`src/rtl/rv32i_pkg.sv`:
```
// Shared RV32I definitions: instruction formats, base opcodes and the canonical NOP.
// Imported by both the encoder and the decoder.
package rv32i_pkg;

  typedef enum logic [2:0] {
    FMT_R = 3'd0,
    FMT_I = 3'd1,
    FMT_S = 3'd2,
    FMT_B = 3'd3,
    FMT_U = 3'd4,
    FMT_J = 3'd5
  } fmt_e;

  localparam logic [6:0] OP_LUI    = 7'b0110111;
  localparam logic [6:0] OP_AUIPC  = 7'b0010111;
  localparam logic [6:0] OP_JAL    = 7'b1101111;
  localparam logic [6:0] OP_JALR   = 7'b1100111;
  localparam logic [6:0] OP_BRANCH = 7'b1100011;
  localparam logic [6:0] OP_LOAD   = 7'b0000011;
  localparam logic [6:0] OP_STORE  = 7'b0100011;
  localparam logic [6:0] OP_IMM    = 7'b0010011;
  localparam logic [6:0] OP_REG    = 7'b0110011;

  localparam logic [31:0] NOP_WORD = 32'h0000_0013;

  // True when v sign-extends from a bits-wide signed field.
  function automatic logic fits_signed(input logic [31:0] v, input int bits);
    logic ok;
    ok = 1'b1;
    for (int i = 0; i < 32; i++) begin
      if (i >= bits - 1 && v[i] != v[31]) ok = 1'b0;
    end
    return ok;
  endfunction

endpackage

```
`src/rtl/rv32i_encode_fields.sv`:
```
// Combinational packer: turns decoded fields into a 32-bit RV32I word and flags
// bundles whose format or immediate cannot be encoded.
module rv32i_encode_fields
  import rv32i_pkg::*;
(
  input  logic [2:0]  fmt,
  input  logic [6:0]  opcode,
  input  logic [4:0]  rd,
  input  logic [4:0]  rs1,
  input  logic [4:0]  rs2,
  input  logic [2:0]  funct3,
  input  logic [6:0]  funct7,
  input  logic [31:0] imm,
  output logic [31:0] word,
  output logic        illegal
);

  logic [31:0] raw;
  logic        bad;
  logic        is_shift;

  always_comb begin
    raw      = '0;
    bad      = 1'b0;
    is_shift = (opcode == OP_IMM) && ((funct3 == 3'b001) || (funct3 == 3'b101));
    case (fmt)
      FMT_R: raw = {funct7, rs2, rs1, funct3, rd, opcode};
      FMT_I: begin
        if (is_shift) begin
          raw = {funct7, imm[4:0], rs1, funct3, rd, opcode};
          bad = |imm[31:5];
        end else begin
          raw = {imm[11:0], rs1, funct3, rd, opcode};
          bad = !fits_signed(imm, 12);
        end
      end
      FMT_S: begin
        raw = {imm[11:5], rs2, rs1, funct3, imm[4:0], opcode};
        bad = !fits_signed(imm, 12);
      end
      FMT_B: begin
        raw = {imm[12], imm[10:5], rs2, rs1, funct3, imm[4:1], imm[11], opcode};
        bad = !fits_signed(imm, 13) || imm[0];
      end
      FMT_U: begin
        raw = {imm[31:12], rd, opcode};
        bad = |imm[11:0];
      end
      FMT_J: begin
        raw = {imm[20], imm[10:1], imm[11], imm[19:12], rd, opcode};
        bad = !fits_signed(imm, 21) || imm[0];
      end
      default: bad = 1'b1;
    endcase
    word    = bad ? NOP_WORD : raw;
    illegal = bad;
  end

endmodule

```
`src/rtl/rv32i_encoder.sv`:
```
// RV32I encoder: accepts field bundles, emits encoded words through a single
// registered valid/ready stage with load address and a saturating error count.
module rv32i_encoder
  import rv32i_pkg::*;
#(
  parameter logic [31:0] ADDR_BASE = 32'h0000_0000,
  parameter int unsigned CNT_W     = 16
) (
  input  logic             clk,
  input  logic             rst_n,
  input  logic             clear,
  input  logic             in_valid,
  output logic             in_ready,
  input  logic [2:0]       fmt,
  input  logic [6:0]       opcode,
  input  logic [4:0]       rd,
  input  logic [4:0]       rs1,
  input  logic [4:0]       rs2,
  input  logic [2:0]       funct3,
  input  logic [6:0]       funct7,
  input  logic [31:0]      imm,
  output logic             out_valid,
  input  logic             out_ready,
  output logic [31:0]      instr,
  output logic [31:0]      addr,
  output logic             err,
  output logic [CNT_W-1:0] err_count
);

  logic [31:0]      enc_word;
  logic             enc_illegal;
  logic             accept;
  logic             out_fire;

  logic             out_valid_q, out_valid_d;
  logic [31:0]      instr_q, instr_d;
  logic [31:0]      addr_q, addr_d;
  logic             err_q, err_d;
  logic [CNT_W-1:0] err_count_q, err_count_d;
  logic [31:0]      next_addr_q, next_addr_d;

  rv32i_encode_fields u_fields (
    .fmt     (fmt),
    .opcode  (opcode),
    .rd      (rd),
    .rs1     (rs1),
    .rs2     (rs2),
    .funct3  (funct3),
    .funct7  (funct7),
    .imm     (imm),
    .word    (enc_word),
    .illegal (enc_illegal)
  );

  always_comb begin
    in_ready    = !clear && (!out_valid_q || out_ready);
    accept      = in_valid && in_ready;
    out_fire    = out_valid_q && out_ready;
    out_valid_d = out_valid_q;
    instr_d     = instr_q;
    addr_d      = addr_q;
    err_d       = err_q;
    err_count_d = err_count_q;
    next_addr_d = next_addr_q;
    if (clear) begin
      out_valid_d = 1'b0;
      addr_d      = ADDR_BASE;
      next_addr_d = ADDR_BASE;
      err_count_d = '0;
      err_d       = 1'b0;
    end else begin
      // Errors are counted as they leave, so a dropped word is never counted.
      if (out_fire && err_q && (err_count_q != '1)) err_count_d = err_count_q + CNT_W'(1);
      if (accept) begin
        out_valid_d = 1'b1;
        instr_d     = enc_word;
        addr_d      = next_addr_q;
        err_d       = enc_illegal;
        next_addr_d = next_addr_q + 32'd4;
      end else if (out_fire) begin
        out_valid_d = 1'b0;
      end
    end
  end

  always_ff @(posedge clk or negedge rst_n) begin
    if (!rst_n) begin
      out_valid_q <= 1'b0;
      instr_q     <= '0;
      addr_q      <= ADDR_BASE;
      err_q       <= 1'b0;
      err_count_q <= '0;
      next_addr_q <= ADDR_BASE;
    end else begin
      out_valid_q <= out_valid_d;
      instr_q     <= instr_d;
      addr_q      <= addr_d;
      err_q       <= err_d;
      err_count_q <= err_count_d;
      next_addr_q <= next_addr_d;
    end
  end

  assign out_valid = out_valid_q;
  assign instr     = instr_q;
  assign addr      = addr_q;
  assign err       = err_q;
  assign err_count = err_count_q;

endmodule

```
`config.mk`:
```
export PLATFORM = sky130hd
export DESIGN_NAME = rv32i_encoder
export DESIGN_NICKNAME = d
export VERILOG_FILES = /design/src/rtl/rv32i_pkg.sv /design/src/rtl/rv32i_encode_fields.sv /design/src/rtl/rv32i_encoder.sv
export SDC_FILE = /design/constraint.sdc
export NUM_CORES = 1
export LEC_CHECK = 0
export CAP_MARGIN = 20
export CORE_MARGIN = 2
export CORE_UTILIZATION = 54
export CTS_BUF_LIST = sky130_fd_sc_hd__clkbuf_4 sky130_fd_sc_hd__clkbuf_8
export DETAILED_ROUTE_END_ITERATION = 10
export GPL_ROUTABILITY_DRIVEN = 0
export PLACE_DENSITY_LB_ADDON = 0.15
export SLEW_MARGIN = 20
export SYNTH_ARGS = -nofsm -noshare
export SYNTH_HDL_FRONTEND = slang
export SYNTH_SLANG_ARGS = --single-unit
export TNS_END_PERCENT = 50
```
`constraint.sdc`:
```
create_clock -name clk -period 4.35 [get_ports clk]
set_clock_uncertainty 0.1 [all_clocks]
set_input_delay 1.0875 -clock clk [delete_from_list [all_inputs] [get_ports clk]]
set_output_delay 1.0875 -clock clk [all_outputs]
set_load 0.01 [all_outputs]
```
==> results of run 1 <==
-- per-stage QoR --
step / power [mW] / setup slack (ns) / hold WS, ns
final: 2.11 / 0.770 / 0.394
after global routing: 2.19 / 0.627 / 0.422
after floorplan: 1.23 / 1.23 / 0.366
after CTS: 2.12 / 0.841 / 0.388
after detailed placement: 1.42 / 0.419 / 0.369
after global placement: 1.41 / 0.504 / 0.361
-- state kept, by name, indices dropped and copies added, names as in the netlist --
name,flops
out_valid,1
err_count,16
addr,31
instr,32
err,1
next_addr_q,30
-- report_power, final --
group | total [mW] | switching (mW) | internal, mW
clock network | 0.707 | 0.365 | 0.342
registers | 1.08 | 0.0203 | 1.06
logic | 0.327 | 0.174 | 0.153
-- layout make-up --
type,count,share of cell area
clock inverter,6,0.0129
multi-input combinational,459,0.358
clock buffer,10,0.0173
tap,136,0.0224
timing repair buffer,171,0.219
sequential,111,0.366
inverter,9,0.00445
-- critical path: cells and delay by family --
family,cells,cell delay (ns)
buffers and inverters,2,0.81
AO/OA/AOI/OAI,3,1.33
AND/OR/NAND/NOR,2,0.53
-- Yosys cell counts, drive strengths merged (2+ instances only) --
cell | count | area [µm²]
nor4b | 2 | 17.5
and2 | 2 | 12.5
nor2b | 14 | 87.6
a31o | 2 | 17.5
o21a | 3 | 22.5
a211oi | 6 | 45.0
inv | 9 | 33.8
dfrtp | 111 | 2780
nand2b | 2 | 12.5
xnor2 | 23 | 201
and3 | 8 | 50.1
ha | 2 | 25.0
and4 | 6 | 55.1
a22o | 6 | 52.6
o41ai | 27 | 236
a221oi | 11 | 96.3
nor2 | 48 | 180
nor3 | 16 | 80.1
a21oi | 52 | 260
or3 | 4 | 26.3
o32a | 4 | 40.0
mux2 | 3 | 33.8
nand3 | 17 | 90.1
or2 | 4 | 25.0
o21ai | 4 | 20.0
buf | 9 | 43.8
nand2 | 122 | 465
or4 | 5 | 37.5
o31ai | 7 | 52.6
xor2 | 5 | 43.8
nor4 | 11 | 68.8
mux2i | 6 | 60.1
a22oi | 9 | 67.6
nand4 | 14 | 87.6
a2111oi | 3 | 26.3
o311ai | 2 | 17.5
clkbuf | 32 | 120
-- kinds of logic after synthesis --
group                      synth area share
xor gates and xnor gates             0.0433
and+or+nand+nor                       0.233
DFF                                   0.490
muxes                                0.0166
buffers and inverters                0.0349
AOI/OAI and AO/OA                     0.177
adders and majority gates           0.00442
-- worst min path at each step --
stage | cells past startpoint | to | slack, ns | start
after floorplan | 1 | next_addr_q[29] | 0.37 | next_addr_q[29]
after global placement | 2 | instr[20] | 0.36 | instr[20]
after detailed placement | 2 | instr[20] | 0.37 | instr[20]
after CTS | 2 | instr[27] | 0.39 | instr[27]
after global routing | 2 | instr[22] | 0.42 | instr[22]
final | 2 | instr[27] | 0.39 | instr[27]
-- metal layers --
metal	track usage	wire length, µm	part of all wire
met2	0.471	7590	0.49
met5	0	0	0
met4	0.108	354	0.023
met3	0.0564	1210	0.078
met1	0.370	6400	0.41
==> flow_metrics.tcl, run 1 <==
set metrics [dict create \
    area_delta_synth_final_pct 34.0 \
    grt_start_max_net_pins 65 \
    place_inst 886 \
    drt_iter0_drc 371 \
    critPathMaxFanout 19 \
    power.density_nw_per_um2 278 \
    drive_gt1_frac 0.0679 \
    grt_pass1_wl_mm 25.9 \
    synth_edf_count 0 \
    finalSetupTns_ns 0 \
    yosysWarnings 0 \
    wl_per_cell_um 17.2 \
    cts_max_path_buffers 2 \
    cp.arrival_ns 3.75 \
    cts-root-buf "clkbuf_8" \
    cp_cell_sequence "clkdlybuf4s50_1 -> nor4_1 -> nand2_1 -> o41ai_1 -> o311ai_4 -> buf_6 -> o41ai_1" \
    multiInputGateArea_um2 2720 \
    ys.flop_type "dfrtp_1" \
    clock-sinks 111 \
    wl_mm 15.6 \
    synth.cell_area_um2 5670 \
    seq_area_frac_synth 0.490 \
    regArea_um2 2780 \
    drc_errors 0 \
    max_slew_margin 0.428 \
    grt_pass1_vias 5446 \
    syn_avg_cell_area_um2 9.14 \
    core_um2 10300 \
    maxCapViolations 0 \
    cp_slowest_stage_delay_ns 0.57 \
    async_flop_share 1.00 \
    rr_endpoint "err_count[15]" \
    critPathLaunch "imm[11]" \
    dieArea_um2 11300 \
    clkTransAtPathRegs_ns 0.11 \
    io_pins 155 \
    placementRows 37 \
    htreeDepth 3 \
    setup_viol 0 \
    crit_type "input pin to flop" \
    min_period_ns 3.58 \
    via_per_inst 6.04 \
    rr_worst_depth 5 \
    post-cts-setup-buffers 0 \
    synth_cells 620 \
    hold_buffers 0 \
    hold_path_class "flop to flop" \
    initial_core_util 0.551 \
    clock_latency_ns 0.38 \
    antenna_left 0 \
    worstSetupStartpointType "input pin" \
    placed_area_um2 7360 \
    status "completed" \
    synthDistinctLibCells 53 \
    grt_usage 0.284 \
    final_common_cell "clkdlybuf4s50_1" \
    required_ns 4.52 \
    end_kind "flop" \
    peakVddDrop_mv 0.152 \
    synth-seq-cells 111 \
    dr_total_vias 5451 \
    grt_remaining_overflow 0 \
    fin_util 0.739 \
    p_leak_nw 2.99 \
    rsz0062_at_grt "false" \
    r2r-start "err_count[3]" \
    first_pass_iters 5 \
    dp_hpwl_mm 11.4 \
    fmax_mhz 279 \
    finalNonFillerCells 902 \
    synth_nets 694 \
    worst_pin_slew_ns 0.856 \
    mostFrequentLayoutCells "clkdlybuf4s50_1 (152), nand2_1 (121), dfrtp_1 (111), a21oi_1 (52), nor2_1 (47)" \
    fillerInstances 796 \
    chipHeight_um 106 \
    nets 835 \
    r2r_setup_slack_ns 1.92 \
    antenna_found_initial 0 \
    cts_buffers 9 \
    finalHoldViolCount 0 \
    die_w_um 106 \
    n_antenna_cell 0 \
    fin_crit_sh 0.823 \
    cts_tree "built" \
    port_buffers 154 \
    slew_viol_final 0 \
    cp_slowest_cell "o41ai_1" \
    stdcell_area_um2 7590 \
    crit_path_end "instr[16]" \
    crit_top_cell "o41ai_1" \
    cts-resized-gates 0 \
]
(Power assumes the default switching activity.)
==> run 2, diff against run 1 <==
Settings changed: CORE_UTILIZATION 54 to 45.
Clock period 4.35 ns to 3.26 ns, I/O delays scaled along.
==> flow_metrics.tcl, run 2 (synthesis gave the netlist of run 1 again) <==
set metrics [dict create \
    status "completed" \
    cp.arrival_ns 2.01 \
    worst_pin_slew_ns 0.754 \
    r2r_setup_slack_ns 0.85 \
    grt_usage 0.238 \
    nets 849 \
    post-cts-setup-buffers 0 \
    placementRows 40 \
    dr_total_vias 5392 \
    finalSetupTns_ns 0 \
    rsz0062_at_grt "false" \
    finalNonFillerCells 948 \
    drive_gt1_frac 0.0846 \
    grt_pass1_vias 5329 \
    area_delta_synth_final_pct 36.8 \
    htreeDepth 3 \
    clock-sinks 111 \
    via_per_inst 5.69 \
    peakVddDrop_mv 0.216 \
    grt_start_max_net_pins 65 \
    core_um2 12200 \
    fmax_mhz 342 \
    cts-resized-gates 0 \
    power_mw 2.81 \
    power.density_nw_per_um2 363 \
    hold_buffers 0 \
    worstSetupStartpointType "input pin" \
    crit_type "input pin to primary output" \
    fin_util 0.637 \
    mostFrequentLayoutCells "clkdlybuf4s50_1 (152), nand2_1 (121), dfrtp_1 (111), a21oi_1 (52), nor2_1 (47)" \
    slew_viol_final 0 \
    drc_errors 0 \
    first_pass_iters 6 \
    io_pins 155 \
    place_inst 932 \
    wl_mm 15.5 \
    stdcell_area_um2 7750 \
    wl_per_cell_um 16.4 \
    final_common_cell "clkdlybuf4s50_1" \
    antenna_left 0 \
    chipHeight_um 116 \
    grt_remaining_overflow 0 \
    placed_area_um2 7530 \
    end_kind "primary output" \
    port_buffers 154 \
    max_slew_margin 0.493 \
    dieArea_um2 13500 \
    maxCapViolations 0 \
    dp_hpwl_mm 11.6 \
    fillerInstances 1034 \
    drt_iter0_drc 411 \
    critPathMaxFanout 3 \
    p_leak_nw 3.06 \
    n_antenna_cell 0 \
    required_ns 2.34 \
    cts-root-buf "clkbuf_8" \
    setup_viol 0 \
    min_period_ns 2.93 \
    antenna_found_initial 0 \
    clkTransAtPathRegs_ns 0.10 \
    cts_buffers 9 \
    clock_latency_ns 0.38 \
    cts_max_path_buffers 2 \
    hold_path_class "input pin to async pin" \
    largest_reg_flops 32 \
    initial_core_util 0.466 \
    grt_pass1_wl_mm 25.5 \
    finalHoldViolCount 0 \
    fin_crit_sh 0.898 \
    die_w_um 116 \
    cts_tree "built" \
]
run 2: cell types whose count changed in the layout (fill, tap and decap cells not counted), sizes merged:
cell and delta:
buf +14, clkinv +1, clkinvlp +1, inv -2
run 2: worst max-delay path, stage by stage:
cell and delay, ns:
clkdlybuf4s50_1 0.50, nor2b_1 0.07, nor2_1 0.09, clkdlybuf4s50_1 0.54
run 2: area by class of cell:
type	count	area, µm²	area share
multi-input combinational	459	2720	0.350
sequential	111	2780	0.358
timing repair buffer	185	1790	0.231
clock inverter	6	92.6	0.0119
inverter	9	33.8	0.00436
clock buffer	10	131	0.0169
tap	168	210	0.0271
run 2: final timing paths:
| check | startpoint | end | depth (start not counted) |
|---|---|---|---|
| worst max-delay path | out_ready | in_ready | 4 |
| worst min-delay path | rst_n | err_count[9] | 1 |
| worst max register to register | next_addr_q[5] | next_addr_q[31] | 5 |
| worst min register to register | instr[10] | instr[10] | 2 |
| max in group asynchronous | rst_n | instr[7] | 2 |
| min in group clk | instr[10] | instr[10] | 2 |
run 2: where the power goes:
part | total (mW) | switching [mW] | internal (mW) | leakage, nW
Sequential | 1.44 | 0.0254 | 1.41 | 1.53
Clock | 0.924 | 0.475 | 0.449 | 0.112
Combinational | 0.452 | 0.234 | 0.219 | 1.43
Total | 2.81 | 0.734 | 2.08 | 3.06
run 2: through the flow:
step,setup slack [ns],hold WS [ns]
6_report,0.332,0.335
5_1_grt,0.218,0.369
4_1_cts,0.323,0.355
3_5_place_dp,-0.0131,0.366
3_3_place_gp,0.0909,0.357
2_1_floorplan,0.635,0.366
run 2: metal layers:
metal,share of wire,vias up,GRT usage
met5,0,-,0
met4,0.018,0,0.0849
met3,0.067,21,0.0503
met2,0.48,188,0.381
met1,0.44,2627,0.323
li1,-,2556,-
